### src/rtl/ccc_apb_cfg_master.sv
// APB initiator for the CCC dynamic-configuration port: holds the PLL in reset, loads a
// register table (optionally reading each entry back), then releases the PLL and waits for lock.
module ccc_apb_cfg_master #(
  parameter int NUM_REGS  = 8,
  parameter int VERIFY    = 1,
  parameter int TIMEOUT   = 65535,
  parameter int LOCK_FILT = 4,
  localparam int IW = (NUM_REGS > 1) ? $clog2(NUM_REGS) : 1
) (
  input  logic          PCLK,
  input  logic          PRESET,
  input  logic          START,
  output logic [IW-1:0] CFG_IDX,
  input  logic [5:0]    CFG_ADDR,
  input  logic [7:0]    CFG_DATA,
  input  logic [7:0]    CFG_MASK,
  output logic          PSEL,
  output logic          PENABLE,
  output logic          PWRITE,
  output logic [5:0]    PADDR,
  output logic [7:0]    PWDATA,
  input  logic [7:0]    PRDATA,
  input  logic          BUSY,
  input  logic          LOCK,
  output logic          PLL_ARST_N,
  output logic          DONE,
  output logic          ERR,
  output logic [1:0]    ERR_CODE,
  output logic [IW-1:0] ERR_IDX
);

  localparam int TW = (TIMEOUT > 0) ? $clog2(TIMEOUT + 1) : 1;
  localparam int FW = (LOCK_FILT > 1) ? $clog2(LOCK_FILT) : 1;

  localparam logic [TW-1:0] TMAX     = TW'(TIMEOUT);
  localparam logic [FW-1:0] FLAST    = FW'(LOCK_FILT - 1);
  localparam logic [IW-1:0] LAST_IDX = IW'(NUM_REGS - 1);

  localparam logic [3:0] S_IDLE      = 4'd0;
  localparam logic [3:0] S_WAIT_BUSY = 4'd1;
  localparam logic [3:0] S_SETUP_W   = 4'd2;
  localparam logic [3:0] S_ACCESS_W  = 4'd3;
  localparam logic [3:0] S_SETUP_R   = 4'd4;
  localparam logic [3:0] S_ACCESS_R  = 4'd5;
  localparam logic [3:0] S_NEXT      = 4'd6;
  localparam logic [3:0] S_RELEASE   = 4'd7;
  localparam logic [3:0] S_WAIT_LOCK = 4'd8;
  localparam logic [3:0] S_DONE      = 4'd9;
  localparam logic [3:0] S_FAIL      = 4'd10;

  localparam logic [1:0] E_BUSY = 2'b01;
  localparam logic [1:0] E_LOCK = 2'b10;
  localparam logic [1:0] E_RDBK = 2'b11;

  logic [3:0]    state;
  logic [TW-1:0] timer;
  logic [FW-1:0] filt;

  function automatic logic readback_bad(input logic [7:0] rd, input logic [7:0] wr,
                                        input logic [7:0] mask);
    return ((rd ^ wr) & mask) != 8'h00;
  endfunction

  // APB outputs are registered so they reflect the state being entered.
  always_ff @(posedge PCLK) begin
    if (PRESET) begin
      state      <= S_IDLE;
      timer      <= '0;
      filt       <= '0;
      CFG_IDX    <= '0;
      PSEL       <= 1'b0;
      PENABLE    <= 1'b0;
      PWRITE     <= 1'b0;
      PADDR      <= '0;
      PWDATA     <= '0;
      PLL_ARST_N <= 1'b1;
      DONE       <= 1'b0;
      ERR        <= 1'b0;
      ERR_CODE   <= '0;
      ERR_IDX    <= '0;
    end else begin
      case (state)
        S_IDLE, S_DONE, S_FAIL: begin
          if (START) begin
            state      <= S_WAIT_BUSY;
            CFG_IDX    <= '0;
            PLL_ARST_N <= 1'b0;
            DONE       <= 1'b0;
            ERR        <= 1'b0;
            ERR_CODE   <= '0;
            timer      <= '0;
          end
        end
        S_WAIT_BUSY: begin
          if (!BUSY) begin
            state   <= S_SETUP_W;
            PSEL    <= 1'b1;
            PENABLE <= 1'b0;
            PWRITE  <= 1'b1;
            PADDR   <= CFG_ADDR;
            PWDATA  <= CFG_DATA;
          end else if (timer == TMAX) begin
            state    <= S_FAIL;
            ERR      <= 1'b1;
            ERR_CODE <= E_BUSY;
            ERR_IDX  <= CFG_IDX;
          end else begin
            timer <= timer + TW'(1);
          end
        end
        S_SETUP_W: begin
          state   <= S_ACCESS_W;
          PENABLE <= 1'b1;
        end
        S_ACCESS_W: begin
          PENABLE <= 1'b0;
          if (VERIFY != 0) begin
            state  <= S_SETUP_R;
            PWRITE <= 1'b0;
          end else begin
            state <= S_NEXT;
            PSEL  <= 1'b0;
          end
        end
        S_SETUP_R: begin
          state   <= S_ACCESS_R;
          PENABLE <= 1'b1;
        end
        S_ACCESS_R: begin
          PSEL    <= 1'b0;
          PENABLE <= 1'b0;
          if (readback_bad(PRDATA, CFG_DATA, CFG_MASK)) begin
            state    <= S_FAIL;
            ERR      <= 1'b1;
            ERR_CODE <= E_RDBK;
            ERR_IDX  <= CFG_IDX;
          end else begin
            state <= S_NEXT;
          end
        end
        S_NEXT: begin
          if (CFG_IDX == LAST_IDX) begin
            state <= S_RELEASE;
          end else begin
            state   <= S_WAIT_BUSY;
            CFG_IDX <= CFG_IDX + IW'(1);
            timer   <= '0;
          end
        end
        S_RELEASE: begin
          state      <= S_WAIT_LOCK;
          PLL_ARST_N <= 1'b1;
          timer      <= '0;
          filt       <= '0;
        end
        S_WAIT_LOCK: begin
          // The timer keeps running across LOCK drops; only the filter restarts.
          if (LOCK && filt == FLAST) begin
            state <= S_DONE;
            DONE  <= 1'b1;
          end else if (timer == TMAX) begin
            state    <= S_FAIL;
            ERR      <= 1'b1;
            ERR_CODE <= E_LOCK;
            ERR_IDX  <= CFG_IDX;
          end else begin
            timer <= timer + TW'(1);
            filt  <= LOCK ? filt + FW'(1) : '0;
          end
        end
        default: state <= S_IDLE;
      endcase
    end
  end

endmodule

### config.mk
export PLATFORM = sky130hd
export DESIGN_NAME = ccc_apb_cfg_master
export DESIGN_NICKNAME = d
export VERILOG_FILES = /design/src/rtl/ccc_apb_cfg_master.sv
export SDC_FILE = /design/constraint.sdc
export NUM_CORES = 1
export LEC_CHECK = 0
export CAP_MARGIN = 20
export CORE_ASPECT_RATIO = 1.4
export CORE_MARGIN = 1.5
export CORE_UTILIZATION = 30
export DETAILED_ROUTE_END_ITERATION = 12
export PLACE_DENSITY_LB_ADDON = 0.3
export SLEW_MARGIN = 20
export SYNTH_ARGS = -nofsm -noshare
export SYNTH_HDL_FRONTEND = slang
export SYNTH_SLANG_ARGS = --single-unit
### constraint.sdc
create_clock -name PCLK -period 2.46 [get_ports PCLK]
set_input_delay 0.492 -clock PCLK [delete_from_list [all_inputs] [get_ports PCLK]]
set_output_delay 0.492 -clock PCLK [all_outputs]
set_load 0.05 [all_outputs]
After elaboration in Yosys (flattened, before gate mapping)
Index checks and enable logic that the tools add are counted.
- $add $sub $neg: 3
- multipliers: 0
- div/mod/pow operators: 0
- order comparisons: 0
- equality and inequality tests: 23
- shift operators: 0
- multiplexer cells: 46
- bitwise operators: 3
- reductions and logical operators: 28
- operators by type and width (cell ; count):
    16-bit 2-to-1 mux ; 5
    16-bit case mux with 5 select lines ; 1
    4-bit case mux with 9 select lines ; 1
    3-bit 2-to-1 mux ; 7
    4-bit 2-to-1 mux ; 5
    2-bit != test, second input constant ; 10
    2-bit 2-to-1 mux ; 9
    16-bit by 1-bit adder with 16-bit output, second input constant ; 1
    16-bit equality test, second input constant ; 1
    4-bit by 3-bit equality test with 1-bit output, second input constant ; 4
    4-bit equality test, second input constant ; 3
    2-bit nonzero test ; 6
    2-bit AND reduction ; 5
    5-bit AND reduction ; 2
    3-bit case mux with 3 select lines ; 1
    3-bit AND reduction ; 3
    8-bit bitwise AND ; 1
    4-bit by 2-bit equality test with 1-bit output, second input constant ; 2
    1-bit 2-to-1 mux ; 8
    1-bit case mux with 2 select lines ; 4
    2-bit case mux with 4 select lines ; 1
    8-bit nonzero test ; 1
    8-bit bitwise XOR ; 1
    7-bit AND reduction ; 1
    18 further kinds ; 20
- register bits: 50
- bits in latches: 0
- RAM bits: 0
- memory bits (read-only): 0
- input port bits: 35
- output and inout port bits: 28
- word-level logic and storage cells: 117
- memories: 0

Depth between registers and ports, before layout
- word-level depth: 5
- mapped depth: 9
- mapped depth without buffers: 7

Worst setup path before layout
OpenSTA, ideal clock, no wires.
- path kind: register to register
- start point: register CFG_IDX[0]
- end point: register timer[11]
- setup time: 0.125 ns
- data arrival time: 2.117 ns
- data required time: 2.335 ns
- path slack: 0.218 ns
- stages on the path, launching flop included: 10
- path buffers: 2
- period minus slack after synthesis: 2.242 ns
- path through: dfxtp_1 > ha_1 > ha_1 > nor2b_1 > o22ai_1 > a22oi_2 > buf_2 > o21bai_1 > buf_2 > a21oi_1
- longest elaborated chain between the ends: 3
- ends and longest elaborated chain (element ; RTL line ; RTL):
    start, declared ; 13 ; output logic [IW-1:0] CFG_IDX,
    start signal, assigned ; 146 ; CFG_IDX <= CFG_IDX + IW'(1);
    3-bit equality test ; 142 ; if (CFG_IDX == LAST_IDX) begin
    2-bit != test (no line) ; -- ;
    5-bit AND reduction (no line) ; -- ;
    end signal, assigned ; 108 ; timer <= timer + TW'(1);
    end signal, assigned ; 167 ; timer <= timer + TW'(1);
    end, declared ; 56 ; logic [TW-1:0] timer;
No other way between the ends.
A chain may end at the register's enable or synchronous reset.

Worst setup path after layout
- start point: register CFG_IDX[0]
- end point: register timer[6]
The elaborated chain is that of the path after synthesis.

==> flow_summary.toml <==
[layout]
area_delta_synth_final_pct = 34.1
diodes = 0
final_util_pct = 41.2
layout-drive-gt1-share_pct = 10.4
postLayoutCellArea_um2 = 3700
final_net_count = 442

[global_routing]
busiest_layer = "met2"
use_met3_pct = 3.67
met1_usage_pct = 16.5
grt_pass1_wl_mm = 11.9
grt_antenna_before_repair = 0
gr-total-overflow = 0
grt_use_total_pct = 14.9
grt_max_degree = 35
grtUsageMet2_pct = 26.7
first_global_vias = 2535

[synthesis]
synth_edf_count = 0
syn-cell-area_um2 = 2760
postSynthCellCount = 340
yosys.area.top_type = "dfxtp_1"
synth_ff_type = "dfxtp_1"
synth_top_area_share_pct = 36.3
synth_seq_cells = 50
synth_most_common_cell = "dfxtp_1"
synth_cell_type_count = 57
syn_area_per_cell_um2 = 8.11
synthesis.nets = 379
synth_common_cells = "dfxtp_1 (50), nand2_1 (48), a21oi_1 (36)"
synth_top_cells_by_area = "dfxtp_1 (36%), a21oi_1 (6.5%), nand2_1 (6.5%)"
yosysSeqAreaShare_pct = 36.3
ys_async_sr_fraction_pct = 0
yosysWarnings = 0

[cts]
post_cts_buffers = 0
worst_skew_pair.late_latency_ps = 290
cts.htree.levels = 2
clkTransAtPathRegs_ps = 70
cts.repair.resized = 0
clock_sinks = 50
clock_path_buffers = 2
cts_buffers = 5
cts_tree = "built"
hold_buffers = 0
cts_root_buffer = "clkbuf_16"

[sta]
max-slew-margin-rel_pct = 45.1
timing.hold.ws_ps = 455
setup_viol = 0
min_period_ps = 2220
rsz0062_at_grt = "false"
final_min_period_over_clock_period_pct = 90.2
finClkSkew_ps = 7.79
report.final.slew_viol_count = 0
clock.fmax_ghz = 0.451
tns_ps = 0
hold_viol = 0
worstMarginPinSlew_ps = 822
worst_slack_ps = 241

[critical_path]
r2r_setup_slack_ps = 240
critPathLaunch = "CFG_IDX[0]"
r2r_cells = 8
worst-path-max-fanout = 34
worst-setup-path-type = "reg -> reg"
crit_end = "timer[6]"
timing.rr.end = "timer[6]"
crit_path_end_kind = "flop"
cp_data_required_time_ps = 2690
reg2reg_from = "CFG_IDX[0]"
start_kind = "flop"
arrival_ps = 2450

[placed_design]
gp_congestion = 0.858
place_ws_ps = 62.0
place_area_um2 = 3530
dp_hpwl_mm = 5.38
io_buffers = 62

[detailed_routing]
dr.pass1.iters = 4
routed_wl_mm = 7.13
routedWlPerCell_um = 14.0
drc = 0
routed_via_density = 5.24
drtIter0Drc = 75
postRouteAntennaNets = 0
num_vias = 2680

[pwr]
powerDensity_nw_per_um2 = 587
power_leakage_uw = 0.00126
vdd_drop_max_mv = 0.307

[floorplanning]
num_io_pins = 63
start_util_pct = 30.7
core_um2 = 8980
dieWidth_um = 84.1
dieHeight_um = 116
die_area_um2 = 9790
rows = 41

[outcome]
status = "finished clean"

[worst_hold_path]
worstHoldPathType = "reg -> reg"

[run]
maxCapViolations = 0
==> registers in the layout, summed over array words and instances (netlist names), 2 cells and up <==
name,flops
timer,16
state,4
ERR_IDX,3
PWDATA,8
filt,2
CFG_IDX,3
ERR_CODE,2
PADDR,6
==> worst min-delay path by stage <==
stage | start | end | slack (ps) | cells after the start
after floorplan | filt[1] | filt[1] | 440 | 2
after global placement | PWDATA[1] | PWDATA[1] | 440 | 2
after detailed placement | PWDATA[2] | PWDATA[2] | 450 | 2
after CTS | PWDATA[2] | PWDATA[2] | 460 | 2
after global routing | PWDATA[1] | PWDATA[1] | 480 | 2
final | PWDATA[1] | PWDATA[1] | 460 | 2
==> critical path, cell delays in order (launching register included) <==
cell and delay, ps:
dfxtp_1 350, ha_1 210, ha_1 220, nor2b_1 140, o22ai_1 240, a22oi_2 120, buf_12 190, or4_1 530
a21oi_2 150
==> layout make-up <==
| type | instances | area (um^2) |
|---|---|---|
| Inverter | 9 | 33.8 |
| Clock inverter | 3 | 43.8 |
| Sequential cell | 50 | 1000 |
| Clock buffer | 5 | 125 |
| Timing Repair Buffer | 79 | 761 |
| Fill cell | 909 | 5280 |
| Multi-Input combinational cell | 258 | 1600 |
| Tap cell | 107 | 134 |
==> cell families after synthesis <==
family	Yosys count	share of synthesized area, %
AO/OA/AOI/OAI	99	24.1
XOR/XNOR	9	2.86
adder cells (fa/ha/maj)	4	1.81
buffers and inverters	32	5.71
flip-flops	50	36.3
multiplexers	6	2.22
AND/OR/NAND/NOR	140	27.0
==> layout by cell type (no fill, tap or decap), drive strengths merged, types with 3 or more instances in the layout <==
cell | netlist | layout
a211oi | 3 | 3
a21oi | 41 | 41
a22oi | 7 | 7
a31oi | 3 | 3
and2 | 4 | 4
buf | 13 | 17
clkbuf | 10 | 5
clkdlybuf4s50 | 0 | 62
dfxtp | 50 | 50
ha | 4 | 4
inv | 9 | 10
mux2i | 5 | 5
nand2 | 48 | 48
nand2b | 13 | 13
nand3 | 9 | 9
nand4 | 7 | 7
nor2 | 17 | 17
nor2b | 5 | 5
nor3 | 7 | 7
o211ai | 4 | 4
o21ai | 13 | 13
o31ai | 12 | 12
or3 | 6 | 6
or4 | 13 | 13
xor2 | 9 | 9
==> through the flow <==
step | total power [uW] | std cells
after floorplan | 1200 | 340
after global placement | 1380 | 503
after detailed placement | 1390 | 503
after CTS | 2190 | 511
after global routing | 2270 | 511
final | 2170 | 511
==> where the power goes <==
part           switching, uW  total, uW  internal [uW]  leakage (uW)
registers               33.6        876            842      0.000405
logic                    286        492            206      0.000768
clock network            319        801            482     0.0000842
total                    639       2170           1530       0.00126
==> routing by layer <==
layer	vias up	part of all wire [%]
met5	-	0
met4	0	3.2
met3	18	4.8
met2	80	51
met1	1222	41
li1	1360	-
Note: power is estimated with default switching activity, not from simulation.
